`config.mk`:
```
export PLATFORM = sky130hd
export DESIGN_NAME = fetch_ctrl
export DESIGN_NICKNAME = d
export VERILOG_FILES = /design/src/rtl/fetch_ctrl.sv
export SDC_FILE = /design/constraint.sdc
export NUM_CORES = 1
export LEC_CHECK = 0
export CAP_MARGIN = 20
export CORE_ASPECT_RATIO = 0.75
export CORE_MARGIN = 5
export CORE_UTILIZATION = 45
export DETAILED_ROUTE_END_ITERATION = 10
export GPL_ROUTABILITY_DRIVEN = 0
export PLACE_DENSITY_LB_ADDON = 0.1
export SLEW_MARGIN = 0
export SYNTH_ARGS = -nofsm -noshare
export SYNTH_HDL_FRONTEND = slang
export SYNTH_SLANG_ARGS = --single-unit
```
`constraint.sdc`:
```
create_clock -name clk -period 2.3 [get_ports clk]
set_input_delay 0.23 -clock clk [delete_from_list [all_inputs] [get_ports clk]]
set_output_delay 0.23 -clock clk [all_outputs]
set_load 0.01 [all_outputs]
```
`src/rtl/fetch_ctrl.sv`:
```
// fetch_ctrl: sequences the IF stage against a variable-latency req/ack
// instruction memory. Inserts bubbles while memory is busy, parks a fetched
// word while the hazard unit stalls ID, and throws away a fetch that was
// already in flight when EX redirects the PC.
//
// Handshake: im_req is raised for exactly one outstanding request and is held,
// with im_addr stable, until the cycle in which im_ack=1. That cycle completes
// the transfer and im_rdata is valid only then. An abandoned (stale) request
// is still held to completion and its data is ignored.
module fetch_ctrl #(
  parameter int XLEN    = 32,
  parameter int PC_STEP = 4
) (
  input  logic            clk,
  input  logic            rst,
  input  logic [XLEN-1:0] pc_out,
  input  logic [1:0]      BranchCtrl,
  input  logic            hazard_stall,
  output logic            im_req,
  output logic [XLEN-1:0] im_addr,
  input  logic            im_ack,
  input  logic [XLEN-1:0] im_rdata,
  output logic [XLEN-1:0] instr_out,
  output logic            PC_write,
  output logic            IFID_RegWrite,
  output logic            InstrFlush
);

  // ISSUE latches the fetch address, REQ waits on memory, HOLD keeps a word
  // during a hazard stall, DROP waits out a request made stale by a redirect.
  typedef enum logic [1:0] {
    S_ISSUE = 2'd0,
    S_REQ   = 2'd1,
    S_HOLD  = 2'd2,
    S_DROP  = 2'd3
  } state_e;

  state_e          state_q, state_d;
  logic [XLEN-1:0] addr_q, addr_d;
  logic [XLEN-1:0] buf_q, buf_d;
  logic            redir;
  logic [XLEN-1:0] pc_next;

  assign redir   = (BranchCtrl != 2'b00);
  assign pc_next = pc_out + XLEN'(PC_STEP);

  // Next-state and IF-stage control; everything is forced low while in reset.
  always_comb begin
    state_d       = state_q;
    addr_d        = addr_q;
    buf_d         = buf_q;
    im_req        = 1'b0;
    im_addr       = addr_q;
    instr_out     = '0;
    PC_write      = 1'b0;
    IFID_RegWrite = 1'b0;
    InstrFlush    = 1'b0;
    unique case (state_q)
      S_ISSUE: begin
        addr_d        = pc_out;
        IFID_RegWrite = !hazard_stall;
        InstrFlush    = 1'b1;
        if (redir) begin
          // Redirect target is not in the PC yet; relatch it next cycle.
          PC_write      = 1'b1;
          IFID_RegWrite = 1'b1;
        end else begin
          state_d = S_REQ;
        end
      end
      S_REQ: begin
        im_req = 1'b1;
        if (redir) begin
          PC_write      = 1'b1;
          IFID_RegWrite = 1'b1;
          InstrFlush    = 1'b1;
          state_d       = im_ack ? S_ISSUE : S_DROP;
        end else if (im_ack && !hazard_stall) begin
          instr_out     = im_rdata;
          PC_write      = 1'b1;
          IFID_RegWrite = 1'b1;
          addr_d        = pc_next;
        end else if (im_ack) begin
          buf_d   = im_rdata;
          state_d = S_HOLD;
        end else begin
          IFID_RegWrite = !hazard_stall;
          InstrFlush    = 1'b1;
        end
      end
      S_HOLD: begin
        instr_out = buf_q;
        if (redir) begin
          PC_write      = 1'b1;
          IFID_RegWrite = 1'b1;
          InstrFlush    = 1'b1;
          state_d       = S_ISSUE;
        end else if (!hazard_stall) begin
          PC_write      = 1'b1;
          IFID_RegWrite = 1'b1;
          addr_d        = pc_next;
          state_d       = S_REQ;
        end
      end
      S_DROP: begin
        im_req        = 1'b1;
        IFID_RegWrite = !hazard_stall;
        InstrFlush    = 1'b1;
        PC_write      = redir;
        if (im_ack) state_d = S_ISSUE;
      end
      default: state_d = S_ISSUE;
    endcase
    if (!rst) begin
      im_req        = 1'b0;
      im_addr       = '0;
      instr_out     = '0;
      PC_write      = 1'b0;
      IFID_RegWrite = 1'b0;
      InstrFlush    = 1'b0;
    end
  end

  // State, fetch address and parked word; synchronous active-low reset.
  always_ff @(posedge clk) begin
    if (!rst) begin
      state_q <= S_ISSUE;
      addr_q  <= '0;
      buf_q   <= '0;
    end else begin
      state_q <= state_d;
      addr_q  <= addr_d;
      buf_q   <= buf_d;
    end
  end

endmodule

```
==> impl_metrics.toml, run 1 <==
[critical_path]
reg2reg_to = "state_q[0]$_SDFFE_PN0P_"
rr_worst_depth = 7
max_stage_delay_ns = 0.34
path_delay_family = "buffers and inverters"
critPathMaxFanout = 16
slowest_stage = "dfxtp_1"
cp-end-kind = "output port"
cp.arrival_ns = 1.98
cp-start-kind = "flop"
rrSetupSlack_ns = 0.24
critPathBufInv = 3
worstSetupPathType = "reg -> out"
cp_cell_sequence = "inv_2, ha_4, nand3_2, nor2_4, bufbuf_16, a22oi_1, nor2_1, dlygate4sd2_1"
worstPathRequired_ns = 2.07
regToRegStartpoint = "state_q[0]$_SDFFE_PN0P_"

[finish]
nets = 694
ff_latch_area_mm2 = 0.00132
drive_above_1_share = 0.104
fillers = 742
finalCoreUtilization = 0.673
multi_input_area_mm2 = 0.00233
fin_area_mm2 = 0.00564
stdcell_count = 731
areaGrowthSynthToFinish_pct = 47.7
antennaDiodeCount = 0

[sta]
final.setup.tns_ns = 0
fin_worst_skew_ns = 0.0105
tightest_slew_ns = 0.459
finalSetupViolations = 0
hold_viol = 0
final_max_slew_viol_count = 0
relSlewSlack = 0.686
fmax_mhz = 453
period_share = 0.961
fin_crit_ns = 2.21
rsz0062_at_grt = "true"

[route]
drt-pass1-iter-count = 4
initialDrtViolationCount = 295
postRouteAntennaNets = 0
via_per_inst = 5.40
num_vias = 3947
wl_mm = 11.4
drcViolationCount = 0
wl_per_cell_um = 15.5

[placement]
placed_cell_area_mm2 = 0.00531
place.detailed.hpwl_mm = 7.93
dp_cells = 714
io_buffers = 137

[pwr]
switching_share = 0.297
power.leakage_nw = 2.08
ir_worst_vdd_uv = 470
sequentialPowerShare = 0.355
power_frac_comb = 0.306
p_int_mw = 2.77
clkPwrFrac = 0.338
power_density_mw_per_mm2 = 699
power_switching_mw = 1.17

[yosys]
syn_area_per_cell_um2 = 7.86
synth_cell_types = 50
yosysTopAreaCellShare = 0.346
syn_nets = 561
synth_edf_count = 0
synth_top_area_cell = "dfxtp_1"
synth_area_leaders = "dfxtp_1, nand2_1, a22oi_1"
synth_ff_type = "dfxtp_1"
synth.top_cells.by_count = "nand2_1, dfxtp_1, nor2_1"
syn_inst = 486
yosysWarnings = 0
yosysMostFrequentCell = "nand2_1"
ys_seq_area_frac = 0.346
yosys_register_bits = 66
synth-async-reset-ratio = 0
syn_area_mm2 = 0.00382

[hold_path]
hold_class = "in -> reg"
hold_path_end = "buf_q[4]$_SDFFE_PN0P_"
min_from = "rst"
min_path_cells = 2

[cts]
cts.sinks = 66
root_buffer = "clkbuf_16"
cts_made_buffers = 9
cts_setup_buffers = 0
htree_levels = 3
clk_pin_slew_ns = 0.05
cts_hold_buf = 0
clock_path_buffers = 2
cts_tree = "yes"
clkLatencyLatePin_ns = 0.34

[global_routing]
first_global_vias = 3849
grt-ovfl-total = 0
grt_usage = 0.224
grt_pass1_wl_mm = 18.8
antenna_found_initial = 0
grt_max_degree = 48

[floorplan]
die_h_um = 89.8
row_count = 29
fp.coreArea_mm2 = 0.00838
io_pins = 138
start_util = 0.456
die_area_mm2 = 0.0104
die_w_um = 116

[run_status]
status = "complete, no violations"

[run]
drv_cap = 0
==> cells in the final DEF (no fill, tap or decap), types with 8 or more instances in the layout <==
cell and count:
clkdlybuf4s50_1 103, nand2_1 79, dfxtp_1 65, nor2_1 44, a22oi_1 32, and2_1 31
a21oi_1 31, dlygate4sd2_1 21, o21ai_1 20, xor2_1 19, a21boi_0 18, nand3_1 15
buf_4 13, a21boi_1 11, clkbuf_16 9, xnor2_1 8
==> stage by stage <==
| stage | hold WS [ns] | setup WS, ns | total power [mW] |
|---|---|---|---|
| after floorplan | 0.365 | 0.451 | 2.10 |
| after global placement | 0.442 | 0.00540 | 2.55 |
| after detailed placement | 0.449 | 0.000111 | 2.58 |
| after CTS | 0.286 | 0.0434 | 3.97 |
| after global routing | 0.294 | -0.0122 | 4.17 |
| final | 0.298 | 0.0907 | 3.94 |
==> worst reg2reg max path, cell delays in order, from the launching register on <==
cell and delay [ns]:
dfxtp_2 0.37, inv_2 0.07, ha_2 0.21, bufbuf_16 0.30, mux2i_1 0.14, o221ai_1 0.20, a2111oi_0 0.51, a211oi_1 0.12
==> registers in the layout (all words and copies together), names as in the netlist <==
name and count:
addr_q 32, state_q 2, buf_q 32
==> worst max path at each step <==
stage | cells after the start | start | slack [ns] | end
6_report | 8 | state_q[1]$_SDFFE_PN0P_ | 0.09 | instr_out[6]
2_1_floorplan | 8 | state_q[0]$_SDFFE_PN0P_ | 0.45 | addr_q[29]$_SDFFE_PN0P_
4_1_cts | 6 | state_q[0]$_SDFFE_PN0P_ | 0.04 | IFID_RegWrite
3_3_place_gp | 8 | BranchCtrl[1] | 0.005 | instr_out[26]
3_5_place_dp | 8 | BranchCtrl[1] | 0.0001 | instr_out[26]
5_1_grt | 8 | state_q[1]$_SDFFE_PN0P_ | -0.01 | instr_out[6]
==> repair_timing <==
action / CTS / global route
pin swaps: 0 / 1
setup endpoints to repair: 33 / 12
resized for setup: 42 / 20
gates cloned: 2 / 0
==> cell families after synthesis <==
logic type	after synthesis	synth area share
simple gates	208	0.279
compound gates	134	0.232
flops	66	0.346
buf+inv	42	0.0544
xor+xnor	27	0.0619
fa+ha+maj	5	0.0164
mux	4	0.0105
==> routing by layer <==
layer | up-vias | track usage | share of wire
li1 | 1959 | - | -
met1 | 1846 | 0.299 | 0.46
met2 | 121 | 0.337 | 0.45
met3 | 21 | 0.0846 | 0.070
met4 | 0 | 0.0609 | 0.019
met5 | - | 0 | 0
==> cell type report <==
type / instances / area share
clock buffer: 12 / 0.0437
timing repair buffer: 156 / 0.273
clock inverter: 3 / 0.00710
multi-input combinational: 378 / 0.413
inverter: 8 / 0.00532
tap: 108 / 0.0240
sequential: 66 / 0.234
==> power groups by stage <==
stage | registers [mW] | logic, mW | clock network (mW)
after floorplan | 1.40 | 0.700 | 0
after global placement | 1.41 | 1.14 | 0
after detailed placement | 1.42 | 1.16 | 0
after CTS | 1.40 | 1.21 | 1.36
after global routing | 1.42 | 1.32 | 1.43
final | 1.40 | 1.21 | 1.34
Power figures use the tool's default switching activity.
==> run 2: changes to the inputs <==
- CORE_UTILIZATION: 45 -> 46
- clock period: 2.3 -> 2.6 ns (I/O delays scaled with it)
==> impl_metrics.toml, run 2 (synthesis gave the netlist of run 1 again) <==
[cts]
cts_tree = "yes"
clock_path_buffers = 2
cts.sinks = 66
clk_pin_slew_ns = 0.07
htree_levels = 3
root_buffer = "clkbuf_8"
cts_made_buffers = 9
clkLatencyLatePin_ns = 0.34

[global_routing]
grt_pass1_wl_mm = 17.3
grt_usage = 0.210
first_global_vias = 3688
antenna_found_initial = 0
grt-ovfl-total = 0
grt_max_degree = 33

[run_status]
status = "complete, no violations"

[placement]
place.detailed.hpwl_mm = 7.98
placed_cell_area_mm2 = 0.00529
dp_cells = 710
io_buffers = 137

[critical_path]
rrSetupSlack_ns = 0.38
worstSetupPathType = "reg -> out"
max_stage_delay_ns = 0.54
cp.arrival_ns = 2.23
path_delay_family = "buffers and inverters"
critPathMaxFanout = 14
cp_cell_sequence = "inv_2, ha_4, nand3_2, nor2_4, clkbuf_16, a22oi_1, nor2_1, clkdlybuf4s50_1"
cp-start-kind = "flop"
slowest_stage = "clkdlybuf4s50_1"
cp-end-kind = "output port"
worstPathRequired_ns = 2.34
critPathBufInv = 3

[finish]
reg.largest.list = "addr_q: 32 flops, buf_q: 32 flops, state_q: 2 flops"
stdcell_count = 727
nets = 693
areaGrowthSynthToFinish_pct = 46.5
antennaDiodeCount = 0
layout_commonest_cell = "clkdlybuf4s50_1"
final_cell_mix = "clkdlybuf4s50_1, nand2_1, dfxtp_1"
drive_above_1_share = 0.0884
fin_area_mm2 = 0.00559

[floorplan]
io_pins = 138
die_area_mm2 = 0.0102
die_h_um = 88.9
row_count = 28
fp.coreArea_mm2 = 0.00799
die_w_um = 115
start_util = 0.478

[route]
wl_per_cell_um = 15.3
initialDrtViolationCount = 214
drt-pass1-iter-count = 4
postRouteAntennaNets = 0
via_per_inst = 5.35
drcViolationCount = 0
num_vias = 3890
wl_mm = 11.1

[sta]
whs_ns = 0.352
period_share = 0.957
fmax_mhz = 402
final_max_slew_viol_count = 0
hold_viol = 0
relSlewSlack = 0.649
finalSetupViolations = 0
fin_crit_ns = 2.49
tightest_slew_ns = 0.527
fin_worst_skew_ns = 0.0109

[pwr]
power.leakage_nw = 2.19
ir_worst_vdd_uv = 424
power_density_mw_per_mm2 = 564

[run]
drv_cap = 0

[hold_path]
hold_class = "in -> reg"
==> run 2: cell types whose count changed in the layout (fill, tap and decap cells not counted), moves of 2 or more <==
cell             before  now
clkbuf_16             9    1
clkdlybuf4s50_1     103  120
dlymetal6s2s_1        0   16
clkbuf_2              7    0
clkbuf_8              1   10
clkdlybuf4s15_1       5    0
dlygate4sd2_1        21    0
clkinvlp_4            0    3
bufbuf_16             2    0
clkinv_2              2    0
==> run 2: through the flow <==
stage	total power [mW]	setup TNS [ns]	util	setup slack (ns)
floorplan	1.85	0	-	0.751
global placement	2.26	0	0.662	0.130
detailed placement	2.29	0	0.662	0.129
CTS	3.17	0	0.690	0.0262
global route	3.35	-0.0683	0.700	-0.0121
finish	3.15	0	0.700	0.112
==> run 2: what timing repair did <==
item | in CTS | in global routing
gates resized for setup | 4 | 20
endpoints found under the hold margin | 0 | 0
endpoints found under the setup margin | 32 | 31
gates cloned | 0 | 1
setup buffers | 0 | 1
hold buffers | 0 | 0
pin swaps | 0 | 1
==> run 2: final cells by class <==
type / instances / area (um2)
flip-flops and latches: 66 / 1320
inverters: 8 / 30.0
well taps: 105 / 131
clock inverters: 4 / 52.6
repair buffers: 155 / 1590
fillers: 690 / 2390
multi-input cells: 378 / 2330
clock buffers: 11 / 141
==> run 2: where the power goes <==
group	switching [mW]	total, mW	internal, mW
Clock	0.384	0.848	0.464
Sequential	0.0708	1.24	1.17
Combinational	0.543	1.07	0.524
Total	0.998	3.15	2.15
==> run 2: worst paths after layout <==
kind | from | depth (start not counted) | endpoint
hold / removal | rst | 2 | addr_q[4]$_SDFFE_PN0P_
setup / recovery | state_q[1]$_SDFFE_PN0P_ | 8 | instr_out[4]
setup reg to reg | state_q[0]$_SDFFE_PN0P_ | 9 | addr_q[10]$_SDFFE_PN0P_
hold reg to reg | buf_q[20]$_SDFFE_PN0P_ | 2 | buf_q[20]$_SDFFE_PN0P_
==> run 2: per-layer routing <==
metal	vias up	part of all wire	GRT usage	wire length, um
met2	109	0.47	0.345	5250
li1	1954	-	-	-
met1	1814	0.45	0.271	5030
met4	0	0.012	0.0704	136
met5	-	0	0	0
met3	13	0.065	0.0541	726
==> run 2: worst reg2reg max path: cells and delay by family (launching register included) <==
| kind | cells | cell delay [ns] |
|---|---|---|
| flip-flops | 1 | 0.41 |
| AO/OA/AOI/OAI | 3 | 0.74 |
| buffers and inverters | 3 | 0.59 |
| adder cells (fa/ha/maj) | 1 | 0.23 |
| AND/OR/NAND/NOR | 2 | 0.18 |
==> run 3: changes to the inputs <==
- ABC_AREA: not set -> 1
- CORE_ASPECT_RATIO: 0.75 -> not set
- SETUP_SLACK_MARGIN: not set -> 0.5
==> impl_metrics.toml, run 3 <==
[finish]
finalCoreUtilization = 0.684
areaGrowthSynthToFinish_pct = 47.1
ff_latch_area_mm2 = 0.00133
final_cell_mix = "nand2_1, clkdlybuf4s50_1, inv_1"
nets = 834
antennaDiodeCount = 0
fillers = 759
multi_input_area_mm2 = 0.00236
layout_commonest_cell = "nand2_1"
reg.largest.list = "addr_q: 32 flops, buf_q: 32 flops, state_q: 2 flops"
drive_above_1_share = 0.174

[yosys]
yosysWarnings = 0
yosys_register_bits = 66
synth-async-reset-ratio = 0
yosysMostFrequentCell = "nand2_1"
syn_area_mm2 = 0.00399
synth.top_cells.by_count = "nand2_1, inv_1, nor2_1"
synth_area_leaders = "dfxtp_1, nand2_1, inv_1"
syn_inst = 614
synth_top_area_cell = "dfxtp_1"
syn_nets = 689
yosysTopAreaCellShare = 0.331
synth_ff_type = "dfxtp_1"
synth_edf_count = 0
syn_area_per_cell_um2 = 6.50
synth_cell_types = 34
ys_seq_area_frac = 0.331

[pwr]
ir_worst_vdd_uv = 389
power_density_mw_per_mm2 = 668
power.leakage_nw = 2.60

[placement]
post-place-ws_ns = 0.129
io_buffers = 137
place.detailed.hpwl_mm = 8.48

[sta]
rsz0062_at_grt = "true"
fin_worst_skew_ns = 0.00963
fin_crit_ns = 2.11
final_max_slew_viol_count = 0
period_share = 0.811
relSlewSlack = 0.771
tightest_slew_ns = 0.343
final.setup.tns_ns = 0
finalSetupViolations = 0
setup_slack_ns = 0.491
fmax_mhz = 474
hold_viol = 0

[critical_path]
rrSetupSlack_ns = 0.61
cp-end-kind = "output port"
cp.arrival_ns = 1.85
critPathMaxFanout = 4
worstPathRequired_ns = 2.34
worstSetupPathType = "reg -> out"
cp-start-kind = "flop"

[floorplan]
die_w_um = 103
start_util = 0.465
row_count = 34
die_h_um = 103
fp.coreArea_mm2 = 0.00859
die_area_mm2 = 0.0106
io_pins = 138

[global_routing]
grt_max_degree = 34
grt-ovfl-total = 0
antenna_found_initial = 0
grt_usage = 0.220
first_global_vias = 4190
grt_pass1_wl_mm = 19.0

[cts]
htree_levels = 3
cts.sinks = 66
cts_tree = "yes"
root_buffer = "clkbuf_8"
cts_made_buffers = 9
cts_hold_buf = 0
clock_path_buffers = 2
clkLatencyLatePin_ns = 0.34
clk_pin_slew_ns = 0.07

[route]
wl_mm = 12.1
num_vias = 4531
wl_per_cell_um = 13.9
drt-pass1-iter-count = 5
postRouteAntennaNets = 0
initialDrtViolationCount = 283
via_per_inst = 5.20
drcViolationCount = 0

[hold_path]
hold_class = "in -> reg"

[run]
drv_cap = 0

[run_status]
status = "complete, no violations"
[run 3: final cells by class]
cell class	count	share of cell area
clock buffers	12	0.0264
clock inverters	4	0.00852
inverters	83	0.0554
multi-input cells	434	0.402
flip-flops and latches	66	0.226
well taps	108	0.0230
repair buffers	165	0.259
[run 3: logic make-up (layout without fill, tap and decap cells)]
kind of cell               Yosys count  in the layout  share of synthesized area
adders and majority gates            5              5                     0.0157
AOI/OAI and AO/OA                  108            108                      0.172
and+or+nand+nor                    306            306                      0.328
xor gates and xnor gates            15             15                     0.0329
buffers and inverters              114            264                      0.120
DFF                                 66             66                      0.331
[run 3: power breakdown]
part,switching (mW),total (mW),internal [mW]
sequential,0.0642,1.30,1.24
clock,0.404,0.898,0.494
combinational,0.973,1.72,0.752
total,1.44,3.93,2.49
[run 3: final timing paths]
check / cells past startpoint / startpoint / to
worst max register to register: 12 / state_q[1]$_SDFFE_PN0P_ / addr_q[31]$_SDFFE_PN0P_
worst max-delay path: 7 / state_q[1]$_SDFFE_PN0P_ / im_req
worst min register to register: 2 / buf_q[0]$_SDFFE_PN0P_ / buf_q[0]$_SDFFE_PN0P_
worst min-delay path: 3 / rst / state_q[0]$_SDFFE_PN0P_
[run 3: through the flow]
step	total power, mW	cells	area (um2)	hold WS [ns]
final	3.93	872	5870	0.449
after detailed placement	2.86	839	5430	0.456
after floorplan	2.30	614	3990	0.409
after global routing	4.19	872	5870	0.479
after CTS	3.80	861	5690	0.445
after global placement	2.82	839	5430	0.449
[run 3: worst max-delay path, stage by stage (launching register included)]
cell	delay, ns
dfxtp_4	0.37
clkinv_4	0.06
ha_4	0.16
buf_4	0.13
buf_4	0.14
nor2_1	0.13
nor2_1	0.05
clkdlybuf4s50_1	0.48
[run 3: timing repair]
action                     in CTS  in global routing
resized for setup             106                 73
setup buffers                   4                 11
gates cloned                    2                  0
setup endpoints to repair      65                 53
pin swaps                       3                 10
[run 3: routing by layer]
layer / track usage / vias up / wire [um]
li1: - / 2274 / -
met5: 0 / - / 0
met3: 0.0429 / 19 / 938
met2: 0.371 / 166 / 5900
met4: 0.0757 / 0 / 198
met1: 0.282 / 2072 / 5060
